## config.mk

```make
export PLATFORM = sky130hd
export DESIGN_NAME = uart_rx_param
export DESIGN_NICKNAME = d
export VERILOG_FILES = /design/src/rtl/uart_rx_param.sv
export SDC_FILE = /design/constraint.sdc
export NUM_CORES = 1
export LEC_CHECK = 0
export CORE_ASPECT_RATIO = 1.75
export CORE_MARGIN = 4
export CORE_UTILIZATION = 36
export DETAILED_ROUTE_END_ITERATION = 16
export PLACE_DENSITY_LB_ADDON = 0.15
export SETUP_SLACK_MARGIN = 0.02
export SYNTH_ARGS = -nofsm -noshare
export SYNTH_HDL_FRONTEND = slang
export SYNTH_SLANG_ARGS = --single-unit
```

## constraint.sdc

```tcl
create_clock -name clk -period 2.5 [get_ports clk]
set_clock_uncertainty 0.2 [all_clocks]
set_input_delay 0.625 -clock clk [delete_from_list [all_inputs] [get_ports clk]]
set_output_delay 0.625 -clock clk [all_outputs]
set_load 0.02 [all_outputs]
```

## src/rtl/uart_rx_param.sv

```systemverilog
// uart_rx_param: UART receiver with a 2-flop input synchronizer and a mid-bit sampling FSM.
// Define UART_RX_PARITY_EN to add a parity bit after the data bits (PARITY_ODD selects odd/even).
module uart_rx_param #(
    parameter int CLK_FREQ   = 100_000_000,
    parameter int BAUD_RATE  = 9600,
    parameter int DATA_BITS  = 8,
    parameter int PARITY_ODD = 0
) (
    input  logic                 clk,
    input  logic                 rst,
    input  logic                 din,
    output logic                 valid,
    output logic [DATA_BITS-1:0] data,
    output logic                 frame_err,
    output logic                 parity_err
);

    localparam int DIVIDER = CLK_FREQ / BAUD_RATE;
    localparam int CNT_W   = $clog2(DIVIDER);
    localparam int IDX_W   = $clog2(DATA_BITS + 1);

    localparam logic [CNT_W-1:0] CNT_LAST = CNT_W'(DIVIDER - 1);
    localparam logic [CNT_W-1:0] CNT_HALF = CNT_W'(DIVIDER / 2 - 1);
    localparam logic [IDX_W-1:0] IDX_LAST = IDX_W'(DATA_BITS - 1);

    if (DATA_BITS < 5 || DATA_BITS > 9 || PARITY_ODD < 0 || PARITY_ODD > 1) begin : g_paramCheck
        $error("uart_rx_param: DATA_BITS must be 5..9 and PARITY_ODD 0 or 1");
    end

    typedef enum logic [2:0] {
        IDLE,
        START,
        DATA,
`ifdef UART_RX_PARITY_EN
        PARITY,
`endif
        STOP,
        BREAK
    } state_t;

    state_t               r_state;
    state_t               w_nextState;
    logic                 r_sync1;
    logic                 r_sync2;
    logic                 r_sdinPrev;
    logic [1:0]           r_settle;
    logic [CNT_W-1:0]     r_count;
    logic [IDX_W-1:0]     r_idx;
    logic [DATA_BITS-1:0] r_shift;
    logic [DATA_BITS-1:0] r_data;
    logic                 r_valid;
    logic                 r_frameErr;
    logic                 w_sdin;
    logic                 w_fall;
    logic                 w_tick;
    logic                 w_half;
    logic                 w_accept;
    logic                 w_reject;

    assign w_sdin = r_sync2;
    // Falling edges only count once the synchronizer holds real line samples, so a line already low after reset never starts a frame.
    assign w_fall = (r_settle == 2'd3) && r_sdinPrev && !w_sdin;
    assign w_tick = (r_count == CNT_LAST);
    assign w_half = (r_count == CNT_HALF);

    always_ff @(posedge clk) begin
        if (rst) begin
            r_state <= IDLE;
        end else begin
            r_state <= w_nextState;
        end
    end

    always_comb begin
        w_nextState = r_state;
        case (r_state)
            IDLE:    if (w_fall) w_nextState = START;
            START:   if (w_half) w_nextState = w_sdin ? IDLE : DATA;
`ifdef UART_RX_PARITY_EN
            DATA:    if (w_tick && r_idx == IDX_LAST) w_nextState = PARITY;
            PARITY:  if (w_tick) w_nextState = STOP;
`else
            DATA:    if (w_tick && r_idx == IDX_LAST) w_nextState = STOP;
`endif
            STOP:    if (w_tick) w_nextState = w_sdin ? IDLE : BREAK;
            BREAK:   if (w_sdin) w_nextState = IDLE;
            default: w_nextState = IDLE;
        endcase
    end

    always_comb begin
        w_accept = 1'b0;
        w_reject = 1'b0;
        if (r_state == STOP && w_tick) begin
            w_accept = w_sdin;
            w_reject = !w_sdin;
        end
    end

`ifdef UART_RX_PARITY_EN
    logic r_parBit;
    logic r_parityErr;
    logic w_parityMismatch;

    assign w_parityMismatch = (^{r_shift, r_parBit}) != (PARITY_ODD != 0);

    always_ff @(posedge clk) begin
        if (rst) begin
            r_parBit    <= 1'b0;
            r_parityErr <= 1'b0;
        end else begin
            if (r_state == PARITY && w_tick) begin
                r_parBit <= w_sdin;
            end
            r_parityErr <= w_accept && w_parityMismatch;
        end
    end

    assign parity_err = r_parityErr;
`else
    assign parity_err = 1'b0;
`endif

    // The counter restarts on every state change and every bit tick, so it never exceeds DIVIDER-1.
    always_ff @(posedge clk) begin
        if (rst) begin
            r_sync1    <= 1'b1;
            r_sync2    <= 1'b1;
            r_sdinPrev <= 1'b1;
            r_settle   <= 2'd0;
            r_count    <= '0;
            r_idx      <= '0;
            r_shift    <= '0;
            r_data     <= '0;
            r_valid    <= 1'b0;
            r_frameErr <= 1'b0;
        end else begin
            r_sync1    <= din;
            r_sync2    <= r_sync1;
            r_sdinPrev <= r_sync2;
            if (r_settle != 2'd3) begin
                r_settle <= r_settle + 2'd1;
            end
            if (r_state != w_nextState || w_tick || r_state == IDLE || r_state == BREAK) begin
                r_count <= '0;
            end else begin
                r_count <= r_count + CNT_W'(1);
            end
            if (r_state != DATA) begin
                r_idx <= '0;
            end else if (w_tick) begin
                r_idx   <= r_idx + IDX_W'(1);
                r_shift <= {w_sdin, r_shift[DATA_BITS-1:1]};
            end
            if (w_accept) begin
                r_data <= r_shift;
            end
            r_valid    <= w_accept;
            r_frameErr <= w_reject;
        end
    end

    assign valid     = r_valid;
    assign data      = r_data;
    assign frame_err = r_frameErr;

endmodule

```

==> key figures, run 1 <==
Setup path
  – Reg-to-reg slack, setup: 330 ps
  – Critical path capture point type: flop
  – Origin of the worst setup path: r_count[0]$_SDFF_PP0_
  – R2R Path End: r_shift[4]$_SDFFE_PP0P_
  – Worst-path fanout max: 15
  – Critical Path RT: 2520 ps
  – Setup crit end: r_shift[4]$_SDFFE_PP0P_
  – R2R depth: 5
  – Critical Path Source Type: flop
  – Worst endpoint data arrival time: 2190 ps
  – Reg2reg start: r_count[0]$_SDFF_PP0_
  – Crit Path Class: reg -> reg

Routing
  – Initial DRC Count: 21
  – Vias/cell: 5.19
  – Post-Route WL: 3.47 mm
  – Vias: 1381
  – TritonRoute pass-1 iters: 4
  – Routed Antenna Nets: 0
  – Residual DRC: 0
  – WL/cell: 13.0 µm

Pwr
  – Register share of total power: 0.614
  – Total power: 1.17 mW
  – Leak: 0.716 nW
  – Power per cell area: 553 mW/mm²
  – Clock Power Share: 0.353
  – Switch share: 0.212
  – Peak supply drop: 271 µV
  – P_int: 0.919 mW
  – Comb pwr share: 0.033
  – Switch Pwr: 0.248 mW

STA
  – Setup total negative slack: 0 ps
  – Slew Limit Fails: 0
  – Crit share post-route: 0.868
  – Final setup viols: 0
  – F_max: 461 MHz
  – RSZ-0062 raised after global routing: false
  – Post-route setup slack: 330 ps
  – Fin crit period: 2170 ps
  – Fin. Hold Viols: 0

Place
  – Hpwl dp: 2.64 mm
  – Port buffer count: 12
  – GPL Wtd Cong: 0.769
  – DP Worst Slack: 328 ps

Clock tree
  – Num CTS Buffers: 5
  – Post-CTS Resized: 0
  – Post-CTS Setup Repair Bufs: 0
  – Worst-Skew Late Latency: 290 ps
  – Clock-pin slew on the worst setup and hold paths: 70 ps
  – TritonCTS clock tree: built
  – Clk sinks: 44
  – Root Buffer: clkbuf_8
  – CTS max path bufs: 2
  – H-tree Lvls: 2
  – Hold_buf cts: 0

Die
  – Core area: 0.00502 mm²
  – Cell Rows: 34
  – Die ar.: 0.00649 mm²
  – Die span in x: 62.7 µm
  – Chip height: 104 µm
  – Initial Util: 0.375
  – IO Count: 14

Run
  – Max Cap Viol: 0

Logic synthesis
  – Cell variety after synth: 43
  – Share of Yosys cell area claimed by the top area cell type: 0.468
  – Ys async rst share: 0
  – Yosys reg bits: 44
  – Area contributors post-synth: dfxtp_1, mux2i_1, nor2_1, o21ai_0, xnor2_1
  – Post-synth top cells: dfxtp_1, nor2_1, o21ai_0
  – Main synth FF type: dfxtp_1
  – Most numerous cell in the Yosys netlist: dfxtp_1
  – Warnings from Yosys: 0
  – Syn Nets: 207
  – Sequential-to-total area share from yosys stat: 0.468
  – Post-synth top area cell: dfxtp_1
  – Syn Area/Cell: 9.36 µm²
  – Post-Synthesis Cell Area: 0.00188 mm²
  – Synth Instances: 201
  – Post-synth EDFFs: 0

Layout
  – Layout Nets: 218
  – Area Growth Syn to Fin: 12.2%
  – ANT cells: 0
  – FILL cells: 528
  – Layout cell share with drive strength beyond 1: 0.0802

Hold path
  – Hold crit path type: reg -> reg

Global routing
  – GRT Overall Usage: 0.119
  – Initial antenna violation count: 0
  – Total grt overflow: 0
  – First-pass GRT wire length: 6.25 mm
  – Vias in the first global route: 1449
  – Largest net degree at the start of global routing: 22

Run status
  – Outcome: finished clean
-- power groups by stage --
stage               clock network, mW  logic (mW)  registers, mW
global placement                    0      0.0350          0.732
detailed placement                  0      0.0386          0.733
finish                          0.411      0.0383          0.717
CTS                             0.424      0.0393          0.717
floorplan                           0      0.0290          0.731
global route                    0.457      0.0459          0.718
-- final cells by class --
type                            instances  area (µm²)  share of cell area
Clock buffer                            6        72.6              0.0344
Clock inverter                          1        5.00             0.00237
Inverter                                4        15.0             0.00711
Multi-Input combinational cell        143         935               0.443
Sequential cell                        44         881               0.417
Tap cell                               54        67.6              0.0320
Timing Repair Buffer                   14         135              0.0640
-- state kept, by name, indices dropped and copies added (netlist names), 2 cells and up --
signal	count
r_count	14
data	8
r_shift	8
r_idx	4
r_state	3
r_settle	2
-- worst min path at each step --
stage / startpoint / cells past startpoint / endpoint / slack [ps]
floorplan: r_sync1$_SDFF_PP1_ / 1 / r_sync2$_SDFF_PP1_ / 190
global placement: r_sync1$_SDFF_PP1_ / 1 / r_sync2$_SDFF_PP1_ / 190
detailed placement: r_sync1$_SDFF_PP1_ / 1 / r_sync2$_SDFF_PP1_ / 190
CTS: r_sync1$_SDFF_PP1_ / 1 / r_sync2$_SDFF_PP1_ / 210
global route: r_sync1$_SDFF_PP1_ / 1 / r_sync2$_SDFF_PP1_ / 240
finish: r_sync1$_SDFF_PP1_ / 1 / r_sync2$_SDFF_PP1_ / 210
-- cells by family after synthesis --
logic type / Yosys count / synth area share
fa+ha+maj: 3 / 0.0199
compound gates: 27 / 0.0851
buf+inv: 14 / 0.0352
xor+xnor: 14 / 0.0652
simple gates: 89 / 0.277
flops: 44 / 0.468
mux: 9 / 0.0479
other cells: 1 / 0.00199
-- routing by layer --
metal	vias up	routed length, µm	global-route usage
met3	9	101	0.0293
met2	22	1940	0.229
met1	640	1320	0.110
li1	710	-	-
met5	-	0	0
met4	0	110	0.0632
-- placed cells by master (no fill, tap or decap), types with 2 or more instances in the layout --
cell | Yosys | final
nor2_1 | 24 | 24
nor4_1 | 2 | 2
o21ai_1 | 2 | 2
clkbuf_8 | 0 | 5
dfxtp_1 | 44 | 44
o21ai_0 | 14 | 14
xor2_1 | 6 | 6
nor4bb_1 | 2 | 2
ha_1 | 3 | 3
mux2i_1 | 9 | 9
a21oi_1 | 4 | 4
nand2_1 | 7 | 7
nor3_1 | 3 | 3
or2_2 | 3 | 3
nor2b_1 | 8 | 8
nand3_1 | 9 | 9
clkdlybuf4s50_1 | 0 | 12
nand4_1 | 5 | 5
inv_1 | 4 | 4
nand2b_1 | 10 | 10
and4_1 | 3 | 3
o31ai_1 | 2 | 2
xnor2_1 | 8 | 8
buf_4 | 3 | 2
-- critical path, cell delays in order, from the launching register on --
cell and delay (ps):
dfxtp_1 380, ha_1 240, and4_1 360, nand4_4 260
nor3_2 430, mux2i_1 230
-- per-stage QoR --
stage | instance area (µm²) | cells | hold slack [ps] | utilization
floorplan | 1880 | 201 | 189 | -
global placement | 2030 | 259 | 193 | 0.405
detailed placement | 2030 | 259 | 195 | 0.405
CTS | 2110 | 266 | 213 | 0.420
global route | 2110 | 266 | 240 | 0.420
finish | 2110 | 266 | 211 | 0.420
Power figures use the tool's default switching activity.
==> run 2: changes to the inputs <==
CORE_ASPECT_RATIO = 0.75   (was 1.75)
SETUP_SLACK_MARGIN = not set   (was 0.02)
SLEW_MARGIN = 20   (was not set)
==> key figures, run 2 (synthesis results as in run 1) <==
Setup path
  – Crit-path cells: ha_1 > and4_1 > nand4_4 > or4_1 > a21oi_1 (was ha_1 > and4_1 > nand4_4 > nor3_2 > mux2i_1)
  – Critical Path Source Type: flop (unchanged)
  – Critical path capture point type: flop (unchanged)
  – Worst endpoint data arrival time: 2220 ps (was 2190 ps)
  – Worst path max stage delay: 530 ps (was 430 ps)
  – Critical-path top delay cell: or4_1 (was nor3_2)
  – Critical Path RT: 2530 ps (was 2520 ps)
  – Worst-path fanout max: 15 (unchanged)
  – Crit Path Class: reg -> reg (unchanged)

Routing
  – Vias: 1374 (was 1381)
  – Vias/cell: 4.82 (was 5.19)
  – Metal2 WL: 1.37 mm (was 1.94 mm)
  – Post-Route WL: 3.43 mm (was 3.47 mm)
  – Met3 WL: 124 µm (was 101 µm)
  – WL/cell: 12.0 µm (was 13.0 µm)
  – Residual DRC: 0 (unchanged)
  – TritonRoute pass-1 iters: 4 (unchanged)
  – Wl on met1: 1.90 mm (was 1.32 mm)
  – DR top layer: met4 (unchanged)
  – Initial DRC Count: 30 (was 21)
  – Routed Antenna Nets: 0 (unchanged)

STA
  – Fin crit period: 2190 ps (was 2170 ps)
  – RSZ-0062 raised after global routing: false (unchanged)
  – Crit share post-route: 0.878 (was 0.868)
  – F_max: 456 MHz (was 461 MHz)
  – Final setup viols: 0 (unchanged)
  – Slew Limit Fails: 0 (unchanged)
  – Setup total negative slack: 0 ps (unchanged)
  – Fin. Hold Viols: 0 (unchanged)

Die
  – Die span in x: 91.5 µm (was 62.7 µm)
  – Initial Util: 0.378 (was 0.375)
  – Die ar.: 0.00646 mm² (was 0.00649 mm²)
  – Cell Rows: 22 (was 34)
  – Core area: 0.00498 mm² (was 0.00502 mm²)
  – IO Count: 14 (unchanged)
  – Chip height: 70.6 µm (was 104 µm)

Clock tree
  – Root Buffer: clkbuf_8 (unchanged)
  – Num CTS Buffers: 5 (unchanged)
  – Post-CTS Setup Repair Bufs: 0 (unchanged)
  – Clock-pin slew on the worst setup and hold paths: 90 ps (was 70 ps)
  – H-tree Lvls: 2 (unchanged)
  – TritonCTS clock tree: built (unchanged)
  – Worst-Skew Late Latency: 300 ps (was 290 ps)
  – Post-CTS Resized: 0 (unchanged)
  – Clk sinks: 44 (unchanged)
  – CTS max path bufs: 2 (unchanged)
  – Hold_buf cts: 0 (unchanged)

Place
  – Port buffer count: 12 (unchanged)
  – GPL Wtd Cong: 0.777 (was 0.769)
  – Hpwl dp: 2.49 mm (was 2.64 mm)

Pwr
  – Switch Pwr: 0.271 mW (was 0.248 mW)
  – Clock Power Share: 0.422 (was 0.353)
  – Register share of total power: 0.551 (was 0.614)
  – Leak: 0.730 nW (was 0.716 nW)
  – Switch share: 0.209 (was 0.212)
  – Comb pwr share: 0.027 (was 0.033)
  – Peak supply drop: 286 µV (was 271 µV)
  – Power per cell area: 599 mW/mm² (was 553 mW/mm²)
  – P_int: 1.03 mW (was 0.919 mW)

Layout
  – Layout cell share with drive strength beyond 1: 0.0892 (was 0.0802)
  – Layout Nets: 218 (unchanged)
  – ANT cells: 0 (unchanged)
  – Largest register FFs: 14 (unchanged)
  – Most frequent cells in the layout: dfxtp_1, nor2_1, o21ai_0 (unchanged)
  – Commonest non-fill, non-tap cell in the layout: dfxtp_1 (unchanged)
  – Reg with most FFs: r_count (unchanged)
  – Area Growth Syn to Fin: 15.4% (was 12.2%)
  – Final Util: 0.436 (was 0.420)
  – FILL cells: 480 (was 528)

Run
  – Max Cap Viol: 0 (unchanged)

Global routing
  – First-pass GRT wire length: 5.96 mm (was 6.25 mm)
  – Total grt overflow: 0 (unchanged)
  – Largest net degree at the start of global routing: 24 (was 22)
  – Initial antenna violation count: 0 (unchanged)
  – GRT Overall Usage: 0.113 (was 0.119)
  – Vias in the first global route: 1283 (was 1449)

Hold path
  – Hold crit path type: reg -> reg (unchanged)

Run status
  – Outcome: finished clean (unchanged)
## run 2: power by group through the flow
stage | clock, mW | sequential [mW] | combinational (mW)
finish | 0.548 | 0.716 | 0.0355
global route | 0.589 | 0.717 | 0.0420
CTS | 0.563 | 0.716 | 0.0365
detailed placement | 0 | 0.733 | 0.0363
global placement | 0 | 0.732 | 0.0350
floorplan | 0 | 0.731 | 0.0290
## run 2: metrics by stage
step           hold WS [ps]  cell area [µm²]  total power, mW  setup WS (ps)  cells
2_1_floorplan           189             1880            0.760            630    201
3_3_place_gp            196             2060            0.767            399    277
3_5_place_dp            198             2060            0.769            323    277
4_1_cts                 229             2170             1.32            302    285
5_1_grt                 246             2170             1.35            173    285
6_report                226             2170             1.30            305    285
## run 2: critical path, delay by kind of cell, from the launching register on
family	cells	cell delay [ps]
and+or+nand+nor	3	1160
DFF	1	380
adders and majority gates	1	230
AOI/OAI and AO/OA	1	160
## run 2: cell type report
class                      instances  area, µm²  share of cell area
clock buffer                       5       68.8              0.0317
clock inverter                     3       46.3              0.0213
inverter                           4       15.0             0.00692
multi-input combinational        143        935               0.431
sequential                        44        881               0.406
tap                               72       90.1              0.0415
timing repair buffer              14        135              0.0622
## run 2: worst paths after layout
path                         start  slack (ps)  depth (start not counted)                    end
max          r_count[0]$_SDFF_PP0_         310                          5  r_idx[3]$_SDFFE_PP0P_
min             r_sync1$_SDFF_PP1_         230                          1     r_sync2$_SDFF_PP1_
max reg2reg  r_count[0]$_SDFF_PP0_         310                          5  r_idx[3]$_SDFFE_PP0P_
min reg2reg     r_sync1$_SDFF_PP1_         230                          1     r_sync2$_SDFF_PP1_
## run 2: metal layers
metal	track usage	vias up
met2	0.160	15
met5	0	-
li1	-	714
met1	0.160	641
met3	0.0404	4
met4	0.0385	0
==> run 3: changes to the inputs <==
CTS_CLUSTER_SIZE = 25   (was not set)
==> results of run 3 <==
Same layout as run 2: the final DEF is identical, and so are final timing and power.
